[src/rtl/serial_pattern_tx.sv]
//------------------------------------------------------------------------------
// serial_pattern_tx : shifts a loaded pattern out MSB-first, repeat+1 times,
//                     with a one-cycle done pulse on normal completion.
// Revision 1.0
//------------------------------------------------------------------------------
`timescale 1ns/1ps
`default_nettype none

module serial_pattern_tx #(
  parameter int WIDTH = 8,
  parameter int CNT_W = 4
) (
  input  logic             clk,
  input  logic             rst_n,
  input  logic             load_i,
  input  logic [WIDTH-1:0] pattern_i,
  input  logic [CNT_W-1:0] repeat_i,
  input  logic             abort_i,
  output logic             ready_o,
  output logic             w_o,
  output logic             w_valid_o,
  output logic             done_o
);

  localparam int             BC_W     = $clog2(WIDTH);
  localparam logic [BC_W-1:0] BIT_LAST = BC_W'(WIDTH - 1);

  typedef enum logic [1:0] {
    IDLE  = 2'd0,
    SHIFT = 2'd1,
    DONE  = 2'd2
  } state_t;

  state_t           state_q, state_d;
  logic [WIDTH-1:0] shadow_q, shadow_d;
  logic [WIDTH-1:0] shreg_q, shreg_d;
  logic [BC_W-1:0]  bit_cnt_q, bit_cnt_d;
  logic [CNT_W-1:0] rep_left_q, rep_left_d;
  logic             ready_q, ready_d;
  logic             w_q, w_d;
  logic             w_valid_q, w_valid_d;
  logic             done_q, done_d;

  always_ff @(posedge clk or negedge rst_n) begin
    if (!rst_n) begin
      state_q    <= IDLE;
      shadow_q   <= '0;
      shreg_q    <= '0;
      bit_cnt_q  <= '0;
      rep_left_q <= '0;
      ready_q    <= 1'b1;
      w_q        <= 1'b0;
      w_valid_q  <= 1'b0;
      done_q     <= 1'b0;
    end else begin
      state_q    <= state_d;
      shadow_q   <= shadow_d;
      shreg_q    <= shreg_d;
      bit_cnt_q  <= bit_cnt_d;
      rep_left_q <= rep_left_d;
      ready_q    <= ready_d;
      w_q        <= w_d;
      w_valid_q  <= w_valid_d;
      done_q     <= done_d;
    end
  end

  // Outputs are registered: each cycle computes what the pins show next cycle.
  always_comb begin
    state_d    = state_q;
    shadow_d   = shadow_q;
    shreg_d    = shreg_q;
    bit_cnt_d  = bit_cnt_q;
    rep_left_d = rep_left_q;
    ready_d    = 1'b0;
    w_d        = 1'b0;
    w_valid_d  = 1'b0;
    done_d     = 1'b0;

    case (state_q)
      IDLE: begin
        ready_d = 1'b1;
        if (ready_q && load_i && !abort_i) begin
          shadow_d   = pattern_i;
          shreg_d    = pattern_i;
          rep_left_d = repeat_i;
          bit_cnt_d  = BIT_LAST;
          ready_d    = 1'b0;
          state_d    = SHIFT;
        end
      end

      SHIFT: begin
        if (abort_i) begin
          ready_d = 1'b1;
          state_d = IDLE;
        end else begin
          w_valid_d = 1'b1;
          w_d       = shreg_q[WIDTH-1];
          shreg_d   = {shreg_q[WIDTH-2:0], 1'b0};
          bit_cnt_d = bit_cnt_q - BC_W'(1);
          if (bit_cnt_q == '0) begin
            if (rep_left_q != '0) begin
              // Reload in the same cycle so repetitions run without a gap.
              shreg_d    = shadow_q;
              rep_left_d = rep_left_q - CNT_W'(1);
              bit_cnt_d  = BIT_LAST;
            end else begin
              bit_cnt_d = '0;
              state_d   = DONE;
            end
          end
        end
      end

      DONE: begin
        done_d  = 1'b1;
        state_d = IDLE;
      end

      default: begin
        state_d = IDLE;
      end
    endcase
  end

  assign ready_o   = ready_q;
  assign w_o       = w_q;
  assign w_valid_o = w_valid_q;
  assign done_o    = done_q;

endmodule

`default_nettype wire

[config.mk]
export PLATFORM = sky130hd
export DESIGN_NAME = serial_pattern_tx
export DESIGN_NICKNAME = d
export VERILOG_FILES = /design/src/rtl/serial_pattern_tx.sv
export SDC_FILE = /design/constraint.sdc
export NUM_CORES = 1
export LEC_CHECK = 0
export BUFFER_PORTS_ARGS = -buffer_cell sky130_fd_sc_hd__buf_2
export CAP_MARGIN = 20
export CORE_AREA = 2 2 55 57
export DETAILED_ROUTE_END_ITERATION = 10
export DIE_AREA = 0 0 57 59
export PLACE_DENSITY = 0.74
export REMOVE_ABC_BUFFERS = 1
export SYNTH_ARGS = -nofsm -noshare
export SYNTH_HDL_FRONTEND = slang
export SYNTH_SLANG_ARGS = --single-unit
[constraint.sdc]
create_clock -name clk -period 2.3 [get_ports clk]
set_input_delay 0.46 -clock clk [delete_from_list [all_inputs] [get_ports clk]]
set_output_delay 0.46 -clock clk [all_outputs]
set_load 0.05 [all_outputs]
==> key figures, run 1 <==
Synthesis
  – Syn_area_per_cell: 10.13 µm²
  – Synth cell types: 33
  – Compound-cell area share of the yosys netlist: 15.44%
  – Xor and xnor area share after synthesis: 0%
  – Post-Synth Adder-Cell Area: 2.573%
  – Multiplexer share of the synthesized area: 6.861%
  – Yosys warns: 0
  – Async SR Flop Fraction: 100.0%
  – Netlist Area Pre-Place: 1459 µm²
  – Synth Flop Type: dfrtp_1
  – Fraction of the yosys area taken by sequential cells: 49.83%
  – Synth Instances: 144
  – Post-Synth Simple-Gate Area: 21.53%
  – Combinational family with the most area after synthesis: simple AND/OR/NAND/NOR gates
  – Post-synth EDFFs: 0
  – Synthesized flop and latch total: 29

Route
  – DR DRC count: 0
  – Via count of the routed design: 1166
  – Vias per inst: 5.889
  – WL final: 2945 µm
  – Antenna Nets Post-Route: 0
  – Total iterations of the first detailed-routing run: 4
  – DR WL/cell: 14.87 µm
  – DR iter-0 viols: 38

Clock tree
  – Post-CTS Resized: 0
  – H-tree depth: 2
  – Clk slew on worst S/H paths: 0.09 ns
  – Worst-Skew Late Latency: 0.32 ns
  – Post-CTS Setup Inserts: 0
  – Hold-fix buffers, CTS: 0
  – CTS buffer count: 5
  – CTS tree: yes
  – Sink Count: 29
  – Maximum root-to-sink buffer count: 2
  – Clk root buf: clkbuf_4

Power and ir drop
  – Psw: 0.4810 mW
  – Internal power: 0.9896 mW
  – Comb power frac: 28.6%
  – Part of the power in registers: 50.2%
  – Peak supply drop: 0.5280 mV
  – P per Cell Area: 902.0 nW/µm²
  – Leakage: 0.7754 nW
  – Sw frac: 32.71%
  – Clk network pwr share: 21.1%

Placement
  – DP HPWL: 2044 µm
  – Dpl cells: 191
  – Routability cong.: 0.7284
  – Port Buffers: 19
  – Pre-CTS setup slack: 0.4110 ns

Critical path
  – Reg-to-Reg End: shadow_q[1]$_DFFE_PN0P_
  – Crit-path max FO: 9
  – Slowest CP cell: nor4_4
  – Flop2flop setup slack: 0.45 ns
  – Crit path DAT: 2.06 ns
  – Critical Path Source Type: flop
  – Critical Path Sink Type: flop
  – Cells along the critical path: nand2_1 > nor4_4 > mux2_2
  – Worst path required time: 2.51 ns
  – R2R cell count: 3
  – Worst R2R Start: ready_o$_DFF_PN1_
  – Critical path's largest stage delay: 0.57 ns
  – Critical path class: reg2reg

Global routing
  – Global-route wire length before repair: 5071 µm
  – Tot GR Track Use: 20.14%
  – Largest net degree at the start of global routing: 30
  – Total global routing overflow: 0
  – Number of global-route vias before repair: 1196
  – Initial antenna violation count: 0

Layout
  – Final Util: 60.16%
  – Commonest non-fill, non-tap cell in the layout: dfrtp_1
  – Fin nets: 186
  – Ant diodes: 0
  – P&R area growth vs syn: 11.75%
  – Finished Layout Cells: 198
  – Most frequent cells in the layout: 28 x dfrtp_1, 22 x nor2_1, 19 x buf_2
  – Layout cells sized above 1: 24.55%

STA
  – Setup ws final: 0.4490 ns
  – RSZ-0062 raised after global routing: false
  – Hold Fails Final Rpt: 0
  – Worst-margin pin slew: 0.6717 ns
  – Setup-failing EPs final: 0
  – Total negative slack: 0 ns
  – Worst Skew: 0.005253 ns
  – Slew HR: 54.88%
  – Slew Viols, Final: 0
  – Fmax: 540.3 MHz
  – Fin crit period: 1.851 ns
  – Final period util: 80.48%

Floorplanning
  – Die W: 57 µm
  – Core area: 2710 µm²
  – Row Count: 19
  – Die height: 59 µm
  – Die Footprint: 3363 µm²
  – Initial Util: 53.83%
  – # IOs: 20

Flow run
  – Max cap viols: 0

Hold path
  – Hold Crit Class: in2async

Status
  – Status: finished clean
==> stage by stage <==
| step | instance area, µm² | total power, mW | hold slack, ns |
|---|---|---|---|
| 2_1_floorplan | 1419 | 1.040 | 0.1644 |
| 3_3_place_gp | 1575 | 1.139 | 0.4786 |
| 3_5_place_dp | 1575 | 1.174 | 0.4881 |
| 4_1_cts | 1630 | 1.487 | 0.1637 |
| 5_1_grt | 1630 | 1.570 | 0.1941 |
| 6_report | 1630 | 1.471 | 0.1466 |
==> logic make-up after synthesis <==
logic type,Yosys count
and+or+nand+nor,60
AOI/OAI and AO/OA,33
buffers and inverters,10
adders and majority gates,3
muxes,9
DFF,29
==> metal layers <==
layer / global-route usage (%) / up-vias / routed length [µm]
li1: - / 559 / -
met1: 21.88 / 573 / 1234
met2: 34.81 / 27 / 1518
met3: 6.987 / 7 / 149
met4: 10.63 / 0 / 42
met5: 0 / - / 0
==> flip-flops by register name (all words and copies together), names as in the netlist <==
| signal | flops |
|---|---|
| done_o | 1 |
| shadow_q | 8 |
| w_valid_o | 1 |
| ready_o | 1 |
| shreg_q | 8 |
| bit_cnt_q | 3 |
| state_q | 2 |
| w_o | 1 |
| rep_left_q | 4 |
==> power groups by stage <==
stage	Clock (mW)	Combinational (mW)	Sequential (mW)
after detailed placement	0	0.425	0.749
after global placement	0	0.396	0.744
final	0.311	0.421	0.739
after floorplan	0	0.300	0.740
after global routing	0.345	0.473	0.752
after CTS	0.322	0.427	0.738
==> layout make-up <==
type                    instances  area (µm²)
clock buffers                   7       55.05
fillers                       246        1080
inverters                       4       15.01
multi-input cells             105       676.9
flip-flops and latches         29       726.9
well taps                      31       38.79
repair buffers                 22       117.6
==> critical path, delay by kind of cell, from the launching register on <==
family           cells  cell delay (ns)
flip-flops           1             0.54
multiplexers         1             0.41
AND/OR/NAND/NOR      2             0.79
==> worst max-delay path by stage <==
| stage | start | depth (start not counted) | slack, ns | end |
|---|---|---|---|---|
| after global placement | load_i | 4 | 0.45 | shadow_q[1]$_DFFE_PN0P_ |
| final | ready_o$_DFF_PN1_ | 3 | 0.45 | shadow_q[1]$_DFFE_PN0P_ |
| after CTS | ready_o$_DFF_PN1_ | 3 | 0.42 | shadow_q[7]$_DFFE_PN0P_ |
| after floorplan | ready_o$_DFF_PN1_ | 4 | 0.43 | rep_left_q[2]$_DFFE_PN0P_ |
| after global routing | bit_cnt_q[0]$_DFFE_PN0P_ | 6 | 0.31 | shreg_q[6]$_DFFE_PN0P_ |
| after detailed placement | load_i | 4 | 0.41 | shadow_q[1]$_DFFE_PN0P_ |
==> cell usage after synthesis (all sizes together) (4+ instances only) <==
| library cell | instances | share of area, % |
|---|---|---|
| mux2 | 8 | 6.2 |
| o21ai | 12 | 4.1 |
| buf | 4 | 2.2 |
| nand2 | 15 | 3.9 |
| nor2 | 23 | 6.1 |
| and3 | 9 | 3.9 |
| inv | 4 | 1.0 |
| a31oi | 4 | 1.7 |
| dfrtp | 28 | 48 |
| o32a | 7 | 4.8 |
Note: power is estimated with default switching activity, not from simulation.
==> inputs of run 2 (changes only) <==
==> constraint.sdc (replaced) <==
create_clock -name clk -period 1.85 [get_ports clk]
set_input_delay 0.37 -clock clk [delete_from_list [all_inputs] [get_ports clk]]
set_output_delay 0.37 -clock clk [all_outputs]
set_load 0.05 [all_outputs]
==> key figures, run 2 (synthesis results as in run 1) <==
Layout
  – Most frequent cells in the layout: 28 x dfrtp_1, 22 x nor2_1, 19 x buf_2
  – Final Instance Area: 1649 µm² (+1.2%)
  – Fin nets: 188 (+1.1%)
  – Commonest non-fill, non-tap cell in the layout: dfrtp_1
  – Final Util: 60.85% (+0.69 points)
  – Ant diodes: 0 (unchanged)
  – P&R area growth vs syn: 13.04%
  – Top Registers: shadow_q: 8 flops, shreg_q: 8 flops, rep_left_q: 4 flops
  – Layout cells sized above 1: 25.29% (+0.74 points)

Global routing
  – Largest net degree at the start of global routing: 30 (unchanged)
  – Number of global-route vias before repair: 1128 (-5.7%)
  – Total global routing overflow: 0 (unchanged)
  – Initial antenna violation count: 0 (unchanged)
  – Global-route wire length before repair: 5119 µm (+0.95%)
  – Tot GR Track Use: 20.19% (+0.047 points)

STA
  – Slew HR: 57.43% (+2.5 points)
  – Final hold slack: 0.05181 ns (-0.09477 ns)
  – Slew Viols, Final: 0 (unchanged)
  – Total negative slack: 0 ns (unchanged)
  – Fmax: 564.3 MHz (+4.4%)
  – Final period util: 95.79% (+15 points)
  – Worst Skew: 0.01424 ns (+0.008990 ns)
  – Fin crit period: 1.772 ns (-0.07883 ns)
  – Hold Fails Final Rpt: 0 (unchanged)
  – Worst-margin pin slew: 0.6386 ns (-0.03313 ns)
  – RSZ-0062 raised after global routing: true
  – Setup-failing EPs final: 0 (unchanged)

Critical path
  – Worst path required time: 2.06 ns (-0.45 ns)
  – Buf+Inv Stages, Crit Path: 1 (+1)
  – Slowest CP cell: nor2_2
  – Cells along the critical path: inv_1 > ha_1 > nor3b_4 > nor2_2 > nor2_1 > o32a_1
  – Critical path's largest stage delay: 0.41 ns (-0.16 ns)
  – CP top delay family: simple AND/OR/NAND/NOR gates
  – Critical Path Source Type: flop
  – Critical path class: reg2reg
  – Crit path DAT: 1.98 ns (-0.08 ns)
  – Crit-path max FO: 15 (+6)
  – Critical Path Sink Type: flop

Power and ir drop
  – Leakage: 0.7861 nW (+1.4%)
  – Part of the power in registers: 50.1% (about the same)
  – Peak supply drop: 0.7327 mV (+39%)
  – P per Cell Area: 1114 nW/µm² (+24%)
  – Sw frac: 32.53% (-0.17 points)
  – Total power: 1.838 mW (+25%)
  – Psw: 0.5979 mW (+24%)
  – Comb power frac: 28.3% (-0.3 points)
  – Internal power: 1.240 mW (+25%)
  – Clk network pwr share: 21.6% (+0.5 points)

Placement
  – Routability cong.: 0.7177 (-1.5%)
  – Dpl cell area: 1590 µm² (+0.95%)
  – DP HPWL: 1969 µm (-3.7%)
  – Port Buffers: 19 (unchanged)

Clock tree
  – H-tree depth: 2 (unchanged)
  – Maximum root-to-sink buffer count: 2 (unchanged)
  – Hold-fix buffers, CTS: 0 (unchanged)
  – CTS tree: yes
  – Post-CTS Setup Inserts: 0 (unchanged)
  – Clk slew on worst S/H paths: 0.10 ns (about the same)
  – Worst-Skew Late Latency: 0.33 ns (about the same)
  – CTS buffer count: 5 (unchanged)
  – Clk root buf: clkbuf_4
  – Sink Count: 29 (unchanged)
  – Post-CTS Resized: 0 (unchanged)

Status
  – Status: finished clean

Route
  – DR DRC count: 0 (unchanged)
  – Antenna Nets Post-Route: 0 (unchanged)
  – Vias per inst: 5.697 (-3.3%)
  – WL final: 2906 µm (-1.3%)
  – Total iterations of the first detailed-routing run: 4 (unchanged)
  – DR WL/cell: 14.46 µm (-2.8%)
  – DR iter-0 viols: 19 (-50%)
  – Via count of the routed design: 1145 (-1.8%)

Floorplanning
  – # IOs: 20 (unchanged)
  – Die W: 57 µm (unchanged)
  – Die height: 59 µm (unchanged)
  – Row Count: 19 (unchanged)
  – Die Footprint: 3363 µm² (unchanged)
  – Core area: 2710 µm² (unchanged)
  – Initial Util: 53.83% (unchanged)

Hold path
  – Hold Crit Class: in2async

Flow run
  – Max cap viols: 0 (unchanged)
run 2: cell count changes in the layout (fill, tap and decap cells not counted):
cell / previous run / this run
buf_4: 3 / 5
clkbuf_1: 1 / 2
run 2: final timing paths:
kind,slack [ns],startpoint,cells past startpoint,end
setup / recovery,0.08,rep_left_q[0]$_DFFE_PN0P_,6,shreg_q[7]$_DFFE_PN0P_
hold / removal,0.05,rst_n,1,shreg_q[5]$_DFFE_PN0P_
hold reg to reg,0.50,shreg_q[6]$_DFFE_PN0P_,1,shreg_q[6]$_DFFE_PN0P_
min in group clk,0.28,pattern_i[4],2,shadow_q[4]$_DFFE_PN0P_
max in group asynchronous,1.37,rst_n,1,shadow_q[6]$_DFFE_PN0P_
setup reg to reg,0.08,rep_left_q[0]$_DFFE_PN0P_,6,shreg_q[7]$_DFFE_PN0P_
run 2: metrics by stage:
stage | instances | worst slack (ns)
final | 201 | 0.07785
after global placement | 193 | 0.1536
after CTS | 201 | 0.07542
after detailed placement | 193 | 0.08575
after floorplan | 138 | -0.02454
after global routing | 201 | -0.07031
run 2: final cells by class:
cell class	count	area, µm²
fillers	242	1061
clock buffers	8	58.81
inverters	4	15.01
multi-input cells	105	676.9
well taps	31	38.79
repair buffers	24	132.6
flip-flops and latches	29	726.9
run 2: worst reg2reg max path, cell delays in order (launching register included):
cell and delay [ns]:
dfrtp_1 0.35, inv_1 0.07, ha_1 0.21, nor3b_4 0.16, nor2_2 0.41, nor2_1 0.13
o32a_1 0.34
run 2: layer usage:
layer | share of wire [%] | wire, µm | GRT usage [%] | vias up
li1 | - | - | - | 562
met3 | 3.9 | 113 | 6.550 | 6
met2 | 51 | 1486 | 34.32 | 20
met4 | 2.1 | 60 | 7.973 | 0
met5 | 0 | 0 | 0 | -
met1 | 43 | 1246 | 23.86 | 557
run 2: power groups by stage:
| stage | combinational, mW | clock [mW] | sequential [mW] |
|---|---|---|---|
| 2_1_floorplan | 0.373 | 0 | 0.920 |
| 3_3_place_gp | 0.494 | 0 | 0.926 |
| 3_5_place_dp | 0.522 | 0 | 0.935 |
| 4_1_cts | 0.526 | 0.414 | 0.923 |
| 5_1_grt | 0.581 | 0.439 | 0.946 |
| 6_report | 0.519 | 0.397 | 0.921 |
==> inputs of run 3 (changes only) <==
--- a/config.mk
+++ b/config.mk
@@ -7,10 +7,10 @@
 export LEC_CHECK = 0
 export BUFFER_PORTS_ARGS = -buffer_cell sky130_fd_sc_hd__buf_2
 export CAP_MARGIN = 20
-export CORE_AREA = 2 2 55 57
+export CORE_AREA = 2 2 53 55
 export DETAILED_ROUTE_END_ITERATION = 10
-export DIE_AREA = 0 0 57 59
-export PLACE_DENSITY = 0.74
+export DIE_AREA = 0 0 55 57
+export PLACE_DENSITY = 0.79
 export REMOVE_ABC_BUFFERS = 1
 export SYNTH_ARGS = -nofsm -noshare
 export SYNTH_HDL_FRONTEND = slang
==> constraint.sdc (replaced) <==
create_clock -name clk -period 2.05 [get_ports clk]
set_input_delay 0.41 -clock clk [delete_from_list [all_inputs] [get_ports clk]]
set_output_delay 0.41 -clock clk [all_outputs]
set_load 0.05 [all_outputs]
==> key figures, run 3 (synthesis results as in run 1) <==
Status
  – Status: finished clean

Route
  – DR DRC count: 0 (unchanged)
  – Total iterations of the first detailed-routing run: 4 (unchanged)
  – Vias per inst: 5.720 (+0.41%)
  – DR WL/cell: 14.32 µm (-0.99%)
  – WL final: 2863 µm (-1.5%)
  – Antenna Nets Post-Route: 0 (unchanged)
  – Via count of the routed design: 1144 (-0.087%)
  – DR iter-0 viols: 18 (-1)

Global routing
  – Global-route wire length before repair: 4850 µm (-5.3%)
  – Largest net degree at the start of global routing: 30 (unchanged)
  – Initial antenna violation count: 0 (unchanged)
  – Number of global-route vias before repair: 1107 (-1.9%)
  – Tot GR Track Use: 21.64% (+1.5 points)
  – Total global routing overflow: 0 (unchanged)

STA
  – Slew Viols, Final: 0 (unchanged)
  – Fmax: 554.2 MHz (-1.8%)
  – Total negative slack: 0 ns (unchanged)
  – Hold Fails Final Rpt: 0 (unchanged)
  – Slew HR: 58.17% (+0.74 points)
  – Final period util: 88.02% (-7.8 points)
  – Setup-failing EPs final: 0 (unchanged)
  – RSZ-0062 raised after global routing: false
  – Worst-margin pin slew: 0.6274 ns (-0.01115 ns)
  – Fin crit period: 1.805 ns (+0.03236 ns)
  – Worst Skew: 0.008036 ns (-0.006208 ns)
  – Final hold slack: 0.1036 ns (+0.05179 ns)

Floorplanning
  – Die Footprint: 3135 µm² (-6.8%)
  – Initial Util: 55.79% (+2.0 points)
  – Die height: 57 µm (-3.4%)
  – Row Count: 19 (unchanged)
  – # IOs: 20 (unchanged)
  – Die W: 55 µm (-3.5%)
  – Core area: 2615 µm² (-3.5%)

Layout
  – Final Util: 62.92% (+2.1 points)
  – Ant diodes: 0 (unchanged)
  – Layout cells sized above 1: 25.44% (+0.15 points)
  – P&R area growth vs syn: 12.78%
  – Finished Layout Cells: 200 (-0.50%)
  – Commonest non-fill, non-tap cell in the layout: dfrtp_1
  – Most frequent cells in the layout: 28 x dfrtp_1, 22 x nor2_1, 19 x buf_2
  – Fin nets: 188 (unchanged)
  – Top Registers: shadow_q: 8 flops, shreg_q: 8 flops, rep_left_q: 4 flops

Placement
  – Dpl cells: 193 (unchanged)
  – Port Buffers: 19 (unchanged)
  – DP HPWL: 2018 µm (+2.5%)
  – Routability cong.: 0.7220 (+0.60%)

Clock tree
  – Post-CTS Resized: 0 (unchanged)
  – CTS tree: yes
  – Clk slew on worst S/H paths: 0.09 ns (about the same)
  – CTS buffer count: 5 (unchanged)
  – Maximum root-to-sink buffer count: 2 (unchanged)
  – Sink Count: 29 (unchanged)
  – Post-CTS Setup Inserts: 0 (unchanged)
  – H-tree depth: 2 (unchanged)
  – Worst-Skew Late Latency: 0.31 ns (-0.02 ns)
  – Clk root buf: clkbuf_4
  – Hold-fix buffers, CTS: 0 (unchanged)

Critical path
  – Crit-path max FO: 15 (unchanged)
  – Critical Path Source Type: flop
  – Slowest CP cell: nor2_2
  – Worst R2R Start: bit_cnt_q[0]$_DFFE_PN0P_
  – Worst path required time: 2.26 ns (+0.20 ns)
  – Critical path's largest stage delay: 0.47 ns (+0.06 ns)
  – Critical Path Sink Type: flop
  – Buf+Inv Stages, Crit Path: 1 (unchanged)
  – Critical path class: reg2reg
  – Crit path DAT: 2.01 ns (+0.03 ns)
  – Cells along the critical path: inv_1 > ha_1 > nand2b_1 > nor2_2 > nor2_1 > o32a_1
  – CP top delay family: simple AND/OR/NAND/NOR gates
  – Critical Path Start: bit_cnt_q[0]$_DFFE_PN0P_

Flow run
  – Max cap viols: 0 (unchanged)

Power and ir drop
  – P per Cell Area: 992.8 nW/µm² (-11%)
  – Total power: 1.633 mW (-11%)
  – Peak supply drop: 0.8135 mV (+11%)
  – Leakage: 0.7856 nW (about the same)

Hold path
  – Hold Crit Class: in2async
## run 3: where the power goes
group	switching, mW	internal [mW]
Sequential	0.106	0.726
Clock	0.177	0.162
Combinational	0.241	0.222
## run 3: final timing paths
kind	cells past startpoint	slack, ns	endpoint
max in group asynchronous	1	1.53	rep_left_q[1]$_DFFE_PN0P_
worst min-delay path	1	0.10	w_o$_DFF_PN0_
worst max-delay path	6	0.25	shreg_q[5]$_DFFE_PN0P_
min in group clk	2	0.34	shadow_q[2]$_DFFE_PN0P_
worst min register to register	1	0.50	shreg_q[4]$_DFFE_PN0P_
worst max register to register	6	0.25	shreg_q[5]$_DFFE_PN0P_
## run 3: layout make-up
| class | count | area [µm²] |
|---|---|---|
| Multi-Input combinational cell | 105 | 676.9 |
| Clock buffer | 7 | 55.05 |
| Timing Repair Buffer | 24 | 132.6 |
| Sequential cell | 29 | 726.9 |
| Inverter | 4 | 15.01 |
| Fill cell | 237 | 969.7 |
| Tap cell | 31 | 38.79 |
## run 3: metrics by stage
stage / setup slack (ns) / cell area (µm²)
final: 0.2455 / 1645
after global routing: 0.07799 / 1645
after CTS: 0.2589 / 1645
after detailed placement: 0.2643 / 1590
after global placement: 0.3560 / 1590
after floorplan: 0.1755 / 1419
## run 3: layer usage
metal  routed length (µm)  up-vias  global-route usage, %
li1                     -      559                      -
met1                 1276      562                  27.96
met2                 1462       21                  33.16
met3                  108        2                  9.162
met4                   16        0                  6.272
met5                    0        -                      0
